===== src/rtl/nzr_coder_if.sv =====
// Symbol request / NZR line bundle between the GRB sequencer (master) and
// the NZR coder (slave).
interface nzr_coder_if;
  logic [1:0] qmode;
  logic       StartCoding;
  logic       dout;
  logic       bdone;

  modport master (output qmode, StartCoding, input dout, bdone);
  modport slave  (input qmode, StartCoding, output dout, bdone);
endinterface


===== src/rtl/nzr_coder.sv =====
// NZR line coder for addressable LED strings: data-0/data-1 symbols and a reset/latch code.
// Optional macro NZR_BUSY_EN adds a busy output, high whenever the coder is not idle.
module nzr_coder #(
  parameter int unsigned T0H  = 20,
  parameter int unsigned T1H  = 40,
  parameter int unsigned TBIT = 63,
  parameter int unsigned TRES = 2600
) (
  input logic        clk,
  input logic        reset,
  nzr_coder_if.slave bus
`ifdef NZR_BUSY_EN
  ,
  output logic       busy
`endif
);

  typedef enum logic [2:0] {IDLE, LOAD, HIGH, LOW, RES} state_t;

  localparam logic [11:0] C_T0H = 12'(T0H);
  localparam logic [11:0] C_T1H = 12'(T1H);
  localparam logic [11:0] C_L0  = 12'(TBIT - 1 - T0H);
  localparam logic [11:0] C_L1  = 12'(TBIT - 1 - T1H);
  localparam logic [11:0] C_RES = 12'(TRES);

  state_t      r_state, w_state_nxt;
  logic [11:0] r_cnt, w_cnt_nxt;
  logic        r_pend, w_pend_nxt;
  logic        r_one, w_one_nxt;
  logic        w_last;

  // The counter is loaded with the phase length and each phase ends when it reads 1.
  assign w_last = (r_cnt == 12'd1);

  always_comb begin
    w_state_nxt = r_state;
    w_cnt_nxt   = r_cnt;
    w_pend_nxt  = r_pend;
    w_one_nxt   = r_one;
    case (r_state)
      IDLE: begin
        if (bus.StartCoding) w_state_nxt = LOAD;
      end
      LOAD: begin
        w_pend_nxt = 1'b0;
        if (bus.qmode[1]) begin
          w_state_nxt = RES;
          w_cnt_nxt   = C_RES;
        end else begin
          w_state_nxt = HIGH;
          w_one_nxt   = bus.qmode[0];
          w_cnt_nxt   = bus.qmode[0] ? C_T1H : C_T0H;
        end
      end
      HIGH: begin
        if (w_last) begin
          w_state_nxt = LOW;
          w_cnt_nxt   = r_one ? C_L1 : C_L0;
        end else begin
          w_cnt_nxt = r_cnt - 12'd1;
        end
      end
      LOW: begin
        w_cnt_nxt = r_cnt - 12'd1;
        if (w_last) w_state_nxt = LOAD;
      end
      RES: begin
        w_cnt_nxt = r_cnt - 12'd1;
        if (bus.StartCoding) w_pend_nxt = 1'b1;
        // A start seen in the final RES cycle still chains straight into LOAD.
        if (w_last) begin
          if (r_pend || bus.StartCoding) begin
            w_state_nxt = LOAD;
            w_pend_nxt  = 1'b0;
          end else begin
            w_state_nxt = IDLE;
          end
        end
      end
      default: begin
        w_state_nxt = IDLE;
      end
    endcase
  end

  always_ff @(posedge clk) begin
    if (!reset) begin
      r_state <= IDLE;
      r_cnt   <= '0;
      r_pend  <= 1'b0;
      r_one   <= 1'b0;
    end else begin
      r_state <= w_state_nxt;
      r_cnt   <= w_cnt_nxt;
      r_pend  <= w_pend_nxt;
      r_one   <= w_one_nxt;
    end
  end

  assign bus.dout  = (r_state == HIGH);
  assign bus.bdone = (r_state == LOW) && w_last;

`ifdef NZR_BUSY_EN
  assign busy = (r_state != IDLE);
`endif

endmodule


===== src/flat_wrapper.sv =====
// flat-port wrapper written by rule: the top's interface ports become plain ports
module nzr_coder_flat 
#(
  parameter int unsigned T0H  = 20,
  parameter int unsigned T1H  = 40,
  parameter int unsigned TBIT = 63,
  parameter int unsigned TRES = 2600
)
  (clk, reset, bus_qmode, bus_StartCoding, bus_dout, bus_bdone);
  nzr_coder_if bus_i ();
  input logic clk;
  input logic reset;
  input wire logic [$bits(bus_i.qmode)-1:0] bus_qmode;
  input wire logic [$bits(bus_i.StartCoding)-1:0] bus_StartCoding;
  output wire logic [$bits(bus_i.dout)-1:0] bus_dout;
  output wire logic [$bits(bus_i.bdone)-1:0] bus_bdone;
  assign bus_i.qmode = bus_qmode;
  assign bus_i.StartCoding = bus_StartCoding;
  assign bus_dout = bus_i.dout;
  assign bus_bdone = bus_i.bdone;
  nzr_coder #(.T0H(T0H), .T1H(T1H), .TBIT(TBIT), .TRES(TRES)) u_core (.clk(clk), .reset(reset), .bus(bus_i));
endmodule

===== config.mk =====
export PLATFORM = sky130hd
export DESIGN_NAME = nzr_coder_flat
export DESIGN_NICKNAME = d
export VERILOG_FILES = /design/src/rtl/nzr_coder_if.sv /design/src/rtl/nzr_coder.sv /design/src/flat_wrapper.sv
export SDC_FILE = /design/constraint.sdc
export NUM_CORES = 1
export LEC_CHECK = 0
export CAP_MARGIN = 20
export CORE_ASPECT_RATIO = 1.1
export CORE_MARGIN = 5
export CORE_UTILIZATION = 55
export CTS_CLUSTER_SIZE = 30
export DETAILED_ROUTE_END_ITERATION = 8
export GPL_ROUTABILITY_DRIVEN = 0
export GPL_TIMING_DRIVEN = 0
export PLACE_DENSITY = 0.75
export SLEW_MARGIN = 20
export SYNTH_ARGS = -nofsm -noshare
export SYNTH_HDL_FRONTEND = slang
export SYNTH_SLANG_ARGS = --single-unit

===== constraint.sdc =====
create_clock -name clk -period 7.07 [get_ports clk]
set_clock_uncertainty 0.2 [all_clocks]
set_input_delay 1.0605 -clock clk [delete_from_list [all_inputs] [get_ports clk]]
set_output_delay 1.0605 -clock clk [all_outputs]
set_load 0.02 [all_outputs]

==> parameters.txt <==
Parameter                              Value

Drt
  Vias    1253
  Aggregate routed wire length    2950 um
  Detail Route Antenna Nets    0
  Remaining routing DRC violations    0
  Via density    6.39
  Detailed Route Iter0 Violations    55
  Total iterations of the first detailed-routing run    4
  Wire length per cell after detailed routing    15.1 um

STA
  Transition time at the pin with the least slew margin    0.582 ns
  Worst hold margin    0.337 ns
  Final worst-path cycle share    56.6%
  Slew margin rel.    60.7%
  Slew Viols, Final    0
  RSZ-0062 raised after global routing    false
  Maximum clock frequency    0.250 GHz
  Final critical-path required period    4.00 ns
  Final setup violating endpoints    0
  Final count of hold timing violations    0
  Accumulated negative setup slack    0 ns

Critical path
  Delay of the slowest critical-path stage    0.63 ns
  Series of cell instances along the critical path    inv_1 > ha_1 > or4b_1 > or3_1 > buf_2 > nor3_1 > clkdlybuf4s50_1
  Worst EP required    5.81 ns
  CP arrival    2.74 ns
  Critical path class    flop to primary output
  Worst-path maximum fanout    8
  Critical path buffers and inverters    3
  Startpoint Class    flop
  Slowest cell on the critical path    sky130_fd_sc_hd__clkdlybuf4s50_1
  Delay-heaviest family, CP    simple AND/OR/NAND/NOR gates
  Sort of element at the end of the critical path    primary output

Logic synthesis
  Number of synthesized register bits    17
  Post-synth net total    165
  Number of warning messages in the yosys log    0
  Post-synth EDFFs    0
  Avg Cell Area, Syn    7.50 sq um
  Post-synthesis instance total    158
  Share of the yosys chip area belonging to registers    28.7%
  Async S/R FF share, synth    0%
  Primary flip-flop cell chosen by synthesis mapping    sky130_fd_sc_hd__dfxtp_1
  Synth cell types    46
  Synthesized area    1180 sq um

Placement
  Input/output buffers    6
  Final HPWL DP    2220 um
  Placed standard-cell area    1280 sq um
  Placed Instances    192

Clock tree
  Clk sinks    17
  Clock latency on the worst-skew pair    0.29 ns
  Count of buffers added by post-CTS timing repair for setup    0
  Buffer type at the clock tree root    sky130_fd_sc_hd__clkbuf_4
  Clock-pin transition on the worst setup and hold timing paths    0.10 ns
  TritonCTS Buffers    3
  Clock Tree Buf Depth    2
  CTS resizes    0
  CTS tree    done
  Level count of the clock H-tree    1
  Number of hold-repair buffers added at the cts stage    0

Outcome
  Run status    finished, final reports clean

Floorplan
  Number of placement rows    17
  Die footprint    3180 sq um
  Die height    58.7 um
  Number of ports placed on the die boundary    7
  Width of the die    54.3 um
  Area of the core region    2040 sq um
  Initial core utilization    58.0%

Global routing
  Largest net degree at the start of global routing    11
  Overall fraction of global-route tracks in use    20.9%
  Number of global-route vias before repair    1165
  Total congestion overflow after global routing    0
  Global-route wire length before repair    5120 um
  Number of antenna violations at the first check in global routing    0

Pwr
  Power per Cell Area    342 nW/um^2
  Total Power    0.446 mW
  Max VDD drop    191 uV
  Static leakage    0.457 nW

Finish
  Nets    176
  Ant. Diodes    0
  Post-layout instance area    1310 sq um
  Share of final-layout standard cells stronger than drive strength 1    5.36%
  Signed area change from the synthesized netlist to the final layout    10.2%
  Layout filler cell count    195
  Count of non-filler cells in the finished layout    196

Flow run
  Max cap viols    0

Hold path
  Hold crit path type    flop to flop
==> worst reg2reg max path: stages (launching register included) <==
cell                       delay [ns]
sky130_fd_sc_hd__dfxtp_1         0.38
sky130_fd_sc_hd__inv_1           0.12
sky130_fd_sc_hd__ha_1            0.16
sky130_fd_sc_hd__or4b_1          0.50
sky130_fd_sc_hd__nor4_2          0.44
sky130_fd_sc_hd__o21ai_0         0.23
sky130_fd_sc_hd__a222oi_1        0.36
sky130_fd_sc_hd__nor2_1          0.08
==> placed cells by master, fill, tap and decap left out, drive strengths merged, types with 3 or more instances in the layout <==
master / n
clkdlybuf4s50: 6
or3: 3
nor3: 12
nand2b: 3
dfxtp: 17
nor2: 25
nor2b: 4
nand4: 3
a31oi: 3
a21oi: 11
xnor2: 6
nand2: 10
clkbuf: 10
o21ai: 9
inv: 4
nor4: 3
==> layout make-up <==
cell class | count | area [sq um] | area share, %
buffer | 8 | 31.3 | 2.39
clock buffer | 4 | 26.3 | 2.01
inverter | 5 | 18.8 | 1.44
multi-input combinational | 128 | 795 | 60.8
sequential | 17 | 340 | 26.1
tap | 28 | 35.0 | 2.68
timing repair buffer | 6 | 60.1 | 4.60
==> state kept, by name (all words and copies together), names as in the netlist <==
register,count
u_core.r_cnt,12
u_core.r_one,1
u_core.r_state,3
u_core.r_pend,1
==> cell usage after synthesis, types with 2 or more instances <==
cell	number	area share (%)
sky130_fd_sc_hd__xor2_1	2	1.5
sky130_fd_sc_hd__ha_1	2	2.1
sky130_fd_sc_hd__nand2b_1	3	1.6
sky130_fd_sc_hd__clkbuf_1	6	1.9
sky130_fd_sc_hd__a211o_1	2	1.5
sky130_fd_sc_hd__nand2_1	10	3.2
sky130_fd_sc_hd__nor2_1	25	7.9
sky130_fd_sc_hd__xnor2_1	6	4.4
sky130_fd_sc_hd__inv_1	4	1.3
sky130_fd_sc_hd__o21ai_0	9	3.8
sky130_fd_sc_hd__mux2i_1	2	1.7
sky130_fd_sc_hd__nor3b_1	2	1.3
sky130_fd_sc_hd__a222oi_1	2	1.7
sky130_fd_sc_hd__o41ai_1	2	1.5
sky130_fd_sc_hd__a31oi_1	3	1.6
sky130_fd_sc_hd__or3_1	3	1.6
sky130_fd_sc_hd__a211oi_1	2	1.3
sky130_fd_sc_hd__nor4_1	2	1.1
sky130_fd_sc_hd__nand4_1	3	1.6
sky130_fd_sc_hd__dfxtp_1	17	29
sky130_fd_sc_hd__nor3_1	12	5.1
sky130_fd_sc_hd__and3_1	2	1.1
sky130_fd_sc_hd__a21oi_1	11	4.6
sky130_fd_sc_hd__nor2b_1	4	2.1
==> path summary, 6_finish.rpt <==
kind | from | endpoint | slack, ns | depth (start not counted)
worst max-delay path | u_core.r_cnt[1]$_SDFFE_PN0P_ | bus_bdone | 3.07 | 7
worst min-delay path | u_core.r_pend$_SDFFE_PN0P_ | u_core.r_pend$_SDFFE_PN0P_ | 0.34 | 2
worst max register to register | u_core.r_cnt[1]$_SDFFE_PN0P_ | u_core.r_cnt[9]$_SDFFE_PN0P_ | 4.48 | 7
worst min register to register | u_core.r_pend$_SDFFE_PN0P_ | u_core.r_pend$_SDFFE_PN0P_ | 0.34 | 2
==> routing by layer <==
metal	GRT usage [%]	part of all wire [%]	up-vias
li1	-	-	603
met2	34.2	50	41
met5	0	0	-
met3	2.53	4.9	6
met1	27.7	44	603
met4	7.47	1.4	0
==> stage by stage <==
step                      worst slack, ns  util, %
after detailed placement             3.43     62.7
final                                3.07     64.0
after global placement               3.43     62.7
after floorplan                      3.85        -
after CTS                            3.06     64.0
after global routing                 2.90     64.0
==> where the power goes <==
part	leakage [nW]	total [mW]	switching, mW	internal (mW)
clock	0.0150	0.0532	0.0313	0.0219
combinational	0.303	0.244	0.140	0.105
sequential	0.139	0.148	0.0290	0.119
==> cell families (layout without fill, tap and decap cells) <==
family | Yosys count | after routing | share of synthesized area [%]
compound gates | 42 | 42 | 25.0
xor+xnor | 8 | 8 | 5.91
fa+ha+maj | 2 | 2 | 2.11
buf+inv | 13 | 23 | 4.22
flops | 17 | 17 | 28.7
mux | 2 | 2 | 1.69
simple gates | 74 | 74 | 32.3
(Power assumes the default switching activity.)
